### src/rtl/reaction_if.sv
// Bus between the reaction-timer controller and its surroundings: pulse inputs,
// random seed and the round status/result outputs.
interface reaction_if;
  logic        tick_1ms;
  logic        start;
  logic        react;
  logic [11:0] lfsr_val;
  logic        stim_led;
  logic        busy;
  logic [13:0] rt_ms;
  logic [13:0] best_ms;
  logic        result_valid;
  logic        false_start;
  logic        timeout;

  modport master (
    output tick_1ms, start, react, lfsr_val,
    input  stim_led, busy, rt_ms, best_ms, result_valid, false_start, timeout
  );

  modport slave (
    input  tick_1ms, start, react, lfsr_val,
    output stim_led, busy, rt_ms, best_ms, result_valid, false_start, timeout
  );
endinterface

### src/rtl/reaction_ctrl.sv
// Reaction-time game controller: random pre-stimulus delay, stimulus, then
// measures the player's response in ms and tracks the best result.
module reaction_ctrl #(
  parameter int unsigned MIN_DELAY = 500,
  parameter int unsigned MAX_TIME  = 9999
) (
  input logic       clk,
  input logic       rst,
  reaction_if.slave bus
);

  typedef enum logic [2:0] {StIdle, StWait, StStim, StDone, StFault} state_e;

  localparam logic [12:0] MinDelay = 13'(MIN_DELAY);
  localparam logic [13:0] MaxTime  = 14'(MAX_TIME);
  localparam logic [13:0] BestNone = 14'h3FFF;

  state_e      state_q, state_d;
  logic [12:0] delay_q, delay_d;
  logic [13:0] rt_cnt_q, rt_cnt_d;
  logic [13:0] rt_ms_q, rt_ms_d;
  logic [13:0] best_q, best_d;
  logic        valid_q, valid_d;
  logic        timeout_q, timeout_d;

  always_ff @(posedge clk) begin
    if (rst) begin
      state_q   <= StIdle;
      delay_q   <= '0;
      rt_cnt_q  <= '0;
      rt_ms_q   <= '0;
      best_q    <= BestNone;
      valid_q   <= 1'b0;
      timeout_q <= 1'b0;
    end else begin
      state_q   <= state_d;
      delay_q   <= delay_d;
      rt_cnt_q  <= rt_cnt_d;
      rt_ms_q   <= rt_ms_d;
      best_q    <= best_d;
      valid_q   <= valid_d;
      timeout_q <= timeout_d;
    end
  end

  always_comb begin
    state_d   = state_q;
    delay_d   = delay_q;
    rt_cnt_d  = rt_cnt_q;
    rt_ms_d   = rt_ms_q;
    best_d    = best_q;
    valid_d   = 1'b0;
    timeout_d = timeout_q;

    case (state_q)
      // react is ignored here, so start alone decides the transition
      StIdle, StDone, StFault: begin
        if (bus.start) begin
          delay_d   = MinDelay + {1'b0, bus.lfsr_val};
          rt_cnt_d  = '0;
          timeout_d = 1'b0;
          state_d   = StWait;
        end
      end
      StWait: begin
        if (bus.react) begin
          state_d = StFault;
        end else if (bus.tick_1ms) begin
          if (delay_q <= 13'd1) begin
            delay_d  = '0;
            rt_cnt_d = '0;
            state_d  = StStim;
          end else begin
            delay_d = delay_q - 13'd1;
          end
        end
      end
      StStim: begin
        // react wins over a coincident tick so the pre-increment count is captured
        if (bus.react) begin
          rt_ms_d = rt_cnt_q;
          valid_d = 1'b1;
          if (rt_cnt_q < best_q) best_d = rt_cnt_q;
          state_d = StDone;
        end else if (bus.tick_1ms) begin
          if (rt_cnt_q + 14'd1 == MaxTime) begin
            rt_cnt_d  = MaxTime;
            rt_ms_d   = MaxTime;
            valid_d   = 1'b1;
            timeout_d = 1'b1;
            state_d   = StDone;
          end else begin
            rt_cnt_d = rt_cnt_q + 14'd1;
          end
        end
      end
      default: state_d = StIdle;
    endcase
  end

  assign bus.stim_led     = (state_q == StStim);
  assign bus.busy         = (state_q == StWait) || (state_q == StStim);
  assign bus.false_start  = (state_q == StFault);
  assign bus.timeout      = timeout_q;
  assign bus.rt_ms        = rt_ms_q;
  assign bus.best_ms      = best_q;
  assign bus.result_valid = valid_q;

endmodule
### src/flat_wrapper.sv
// flat-port wrapper written by rule: the top's interface ports become plain ports
module reaction_ctrl_flat 
#(
  parameter int unsigned MIN_DELAY = 500,
  parameter int unsigned MAX_TIME  = 9999
)
  (clk, rst, bus_tick_1ms, bus_start, bus_react, bus_lfsr_val, bus_stim_led, bus_busy, bus_rt_ms, bus_best_ms, bus_result_valid, bus_false_start, bus_timeout);
  reaction_if bus_i ();
  input logic clk;
  input logic rst;
  input wire logic [$bits(bus_i.tick_1ms)-1:0] bus_tick_1ms;
  input wire logic [$bits(bus_i.start)-1:0] bus_start;
  input wire logic [$bits(bus_i.react)-1:0] bus_react;
  input wire logic [$bits(bus_i.lfsr_val)-1:0] bus_lfsr_val;
  output wire logic [$bits(bus_i.stim_led)-1:0] bus_stim_led;
  output wire logic [$bits(bus_i.busy)-1:0] bus_busy;
  output wire logic [$bits(bus_i.rt_ms)-1:0] bus_rt_ms;
  output wire logic [$bits(bus_i.best_ms)-1:0] bus_best_ms;
  output wire logic [$bits(bus_i.result_valid)-1:0] bus_result_valid;
  output wire logic [$bits(bus_i.false_start)-1:0] bus_false_start;
  output wire logic [$bits(bus_i.timeout)-1:0] bus_timeout;
  assign bus_i.tick_1ms = bus_tick_1ms;
  assign bus_i.start = bus_start;
  assign bus_i.react = bus_react;
  assign bus_i.lfsr_val = bus_lfsr_val;
  assign bus_stim_led = bus_i.stim_led;
  assign bus_busy = bus_i.busy;
  assign bus_rt_ms = bus_i.rt_ms;
  assign bus_best_ms = bus_i.best_ms;
  assign bus_result_valid = bus_i.result_valid;
  assign bus_false_start = bus_i.false_start;
  assign bus_timeout = bus_i.timeout;
  reaction_ctrl #(.MIN_DELAY(MIN_DELAY), .MAX_TIME(MAX_TIME)) u_core (.clk(clk), .rst(rst), .bus(bus_i));
endmodule
### config.mk
export PLATFORM = sky130hd
export DESIGN_NAME = reaction_ctrl_flat
export DESIGN_NICKNAME = d
export VERILOG_FILES = /design/src/rtl/reaction_if.sv /design/src/rtl/reaction_ctrl.sv /design/src/flat_wrapper.sv
export SDC_FILE = /design/constraint.sdc
export NUM_CORES = 1
export LEC_CHECK = 0
export ABC_CLOCK_PERIOD_IN_PS = 7200
export CAP_MARGIN = 20
export CORE_MARGIN = 2
export CORE_UTILIZATION = 37
export CTS_CLUSTER_SIZE = 8
export DETAILED_ROUTE_END_ITERATION = 7
export GPL_ROUTABILITY_DRIVEN = 0
export REMOVE_ABC_BUFFERS = 1
export SYNTH_ARGS = -nofsm -noshare
export SYNTH_HDL_FRONTEND = slang
export SYNTH_SLANG_ARGS = --single-unit
### constraint.sdc
create_clock -name clk -period 7.2 [get_ports clk]
set_clock_uncertainty 0.05 [all_clocks]
set_input_delay 1.08 -clock clk [delete_from_list [all_inputs] [get_ports clk]]
set_output_delay 1.08 -clock clk [all_outputs]
set_load 0.02 [all_outputs]
==> results.md <==
* Cell area after technology mapping at 0.00396 mm²
* Cell Chain, Critical Path: nor2b_1 > nand2b_1 > inv_1 > clkdlybuf4s50_1
* Crit. End Element: output port
* Port Buffers at 49
* First-pass GRT wire length at 16300 µm
* Via count at 3595
* Initial Utilization at 0.381
* Critical path arrival at 2.35 ns
* Worst R2R Start: u_core.state_q[1]$_SDFFE_PP0P_
* Async SR Flop Fraction at 0
* Postcts setup bufs at 0
* Area Growth Syn to Fin at 17.3%
* Number of synthesized flops with an enable pin at 0
* Fin crit share at 0.483
* Clk Latency, worst-skew pair at 0.34 ns
* Post-Layout Cell Count at 666
* Nets at 561
* Main combinational cell family by area after synthesis: simple AND/OR/NAND/NOR gates
* Chip height at 107 µm
* Remaining DRCs at 0
* Slowest stage delay, CP at 0.71 ns
* Mux cell area share after synthesis at 0.0645
* Yosys reg bits at 60
* Avg WL per Cell at 14.4 µm
* Fin area at 0.00464 mm²
* 1st-iter DRT viols at 155
* Setup TNS at 0 ns
* Adder-Cell Fraction of Synth Area at 0.0569
* Actual slew at the worst max-slew pin at 1.21 ns
* Max-slew violation count at 0
* Synth Flop Type: dfxtp_1
* Placed Cells at 651
* WP data required at 6.07 ns
* Critical Path Fanout Max at 14
* WS Path Type: flop to output port
* H-tree levels at 3
* First-pass detailed-route iteration total at 4
* Total CTS buffers at 9
* Hold Path Class: flop to flop
* Vias in the first global route at 3393
* CP startpoint: u_core.state_q[1]$_SDFFE_PP0P_
* Hold_sp: u_core.bus.rt_ms[10]$_SDFFE_PP0P_
* Routed WL at 9560 µm
* Simple-Gate Fraction of Synth Area at 0.264
* Most Crowded Layer GR: met2
* HPWL Detailed at 6660 µm
* FP Rows at 37
* Post-synthesis xor/xnor area fraction at 0.0221
* Antenna-violating nets left at 0
* Mapped Cells at 497
* Final Critical Period at 3.48 ns
* Final worst setup slack at 3.72 ns
* Avg Cell Area, Syn at 7.96 µm²
* Chip width at 107 µm
* Met3 usage in global routing at 0.0254
* Vias per cell at 5.40
* Clk sinks at 60
* DIE AREA at 0.0115 mm²
* GRT Total Usage at 0.174
* Slew headroom at 0.192
* Inserted Diodes at 0
* CP startpoint kind: flop
* Largest net degree at the start of global routing at 87
* Gr ovfl total at 0
* Clk root buf: clkbuf_8
* Status: finished clean
* Clock transition at path regs at 0.07 ns
* Longest Clk Path Bufs at 2
* Grt met2 use at 0.291
* Pwr dens at 262 mW/mm²
* RSZ-0062 raised after global routing: false
* Peak supply drop at 0.000123 V
* Floorplan Core Area at 0.0104 mm²
* Leakage at 1.86 nW
* Fin. Hold Viols at 0
* Complex-gate fraction of the synthesized area at 0.216
* CTS tree: yes
* Share of cells above drive strength 1 at 0.0906
* # IOs at 50
* FMAX at 0.288 GHz
* # hold bufs at CTS at 0
* Initial antenna violation count at 0
* CP max-delay cell: clkdlybuf4s50_1
* Seq/Total Area, Yosys at 0.304
* Synth unique cells at 71
* Resize count post-CTS at 0
* Max_cap viols at 0
* Synth Warn # at 0
* WHS at 0.412 ns
* Met1 Resource Use GR at 0.224
* Final setup vio count at 0
* Cell area after placement at 0.00447 mm²
* Dpl ws at 3.42 ns
==> layout by cell type (no fill, tap or decap), types with 3 or more instances in the layout <==
cell,synthesis,layout
buf_4,2,3
xnor2_1,8,8
mux2_4,7,7
o22ai_1,5,5
nor2b_1,14,14
o32ai_1,9,9
a21o_1,3,3
o31ai_1,3,3
o21ai_0,27,27
inv_1,33,33
nor4_1,3,3
o211ai_1,6,6
nand3_1,11,11
a22oi_1,8,8
nor2_1,68,68
or3_1,6,6
a211oi_1,6,6
dfxtp_1,60,60
nand4_1,6,6
clkdlybuf4s50_1,0,48
nand3b_1,9,9
a31oi_1,4,4
mux2i_1,15,15
or4_1,3,3
nor3_1,12,12
clkbuf_8,0,11
nand2_1,26,26
nand2b_1,10,10
a21oi_1,35,35
ha_1,18,18
==> cell families after synthesis <==
family,after synthesis
AOI/OAI and AO/OA,128
xor gates and xnor gates,10
adders and majority gates,18
buffers and inverters,67
DFF,60
muxes,22
and+or+nand+nor,192
==> worst paths after layout <==
path	endpoint	slack, ns	depth (start not counted)
worst max register to register	u_core.bus.best_ms[3]$_SDFFE_PP1P_	4.07	8
worst max-delay path	bus_stim_led	3.72	4
worst min-delay path	u_core.bus.rt_ms[10]$_SDFFE_PP0P_	0.41	2
worst min register to register	u_core.bus.rt_ms[10]$_SDFFE_PP0P_	0.41	2
==> power breakdown <==
part	switching [mW]	internal [mW]	total (mW)	leakage (nW)
registers	0.0556	0.378	0.434	0.487
clock network	0.130	0.141	0.271	0.0893
logic	0.310	0.201	0.512	1.28
==> state kept, by name, summed over array words and instances, names as in the netlist <==
name,count
u_core.bus.best_ms,14
u_core.bus.result_valid,1
u_core.bus.rt_ms,14
u_core.bus.timeout,1
u_core.delay_q,13
u_core.rt_cnt_q,14
u_core.state_q,3
==> cell usage after synthesis (all sizes together) (2+ instances only) <==
master | instances | area (µm²)
a2111oi | 2 | 17.5
a211oi | 8 | 70.1
a21boi | 2 | 26.3
a21o | 3 | 22.5
a21oi | 36 | 184
a22oi | 9 | 72.6
a31oi | 4 | 25.0
and2 | 2 | 12.5
and3 | 2 | 13.8
and4 | 4 | 38.8
buf | 11 | 72.6
clkbuf | 23 | 88.8
dfxtp | 60 | 1200
ha | 18 | 225
inv | 33 | 124
mux2 | 7 | 105
mux2i | 15 | 150
nand2 | 26 | 97.6
nand2b | 10 | 62.6
nand3 | 13 | 82.6
nand3b | 9 | 67.6
nand4 | 7 | 50.1
nand4b | 2 | 17.5
nor2 | 68 | 255
nor2b | 14 | 87.6
nor3 | 13 | 70.1
nor3b | 2 | 26.3
nor4 | 5 | 52.6
o211ai | 6 | 45.0
o21a | 2 | 15.0
o21ai | 30 | 154
o22ai | 5 | 31.3
o311ai | 2 | 17.5
o31ai | 3 | 22.5
o32ai | 9 | 78.8
or2 | 2 | 12.5
or3 | 6 | 37.5
or4 | 5 | 42.5
xnor2 | 8 | 70.1
xor2 | 2 | 17.5
==> worst max-delay path, delay by kind of cell, from the launching register on <==
kind / cells / cell delay [ns]
buf+inv: 2 / 1.08
flops: 1 / 0.55
simple gates: 2 / 0.38
==> per-stage QoR <==
step / util / total power, mW
after floorplan: - / 0.789
after global placement: 0.431 / 0.941
after detailed placement: 0.431 / 0.954
after CTS: 0.448 / 1.23
after global routing: 0.448 / 1.32
final: 0.448 / 1.22
==> layer usage <==
layer,vias to the layer above,part of all wire
met5,-,0
met4,0,0.018
met3,13,0.031
met2,64,0.47
met1,1684,0.48
li1,1834,-
==> final cells by class <==
class / instances / area (µm²)
fillers: 1070 / 5730
multi-input cells: 370 / 2470
flip-flops and latches: 60 / 1200
repair buffers: 52 / 508
well taps: 136 / 170
clock buffers: 13 / 159
inverters: 33 / 124
clock inverters: 2 / 10.0
No activity file was read; power rests on OpenSTA's default activity.
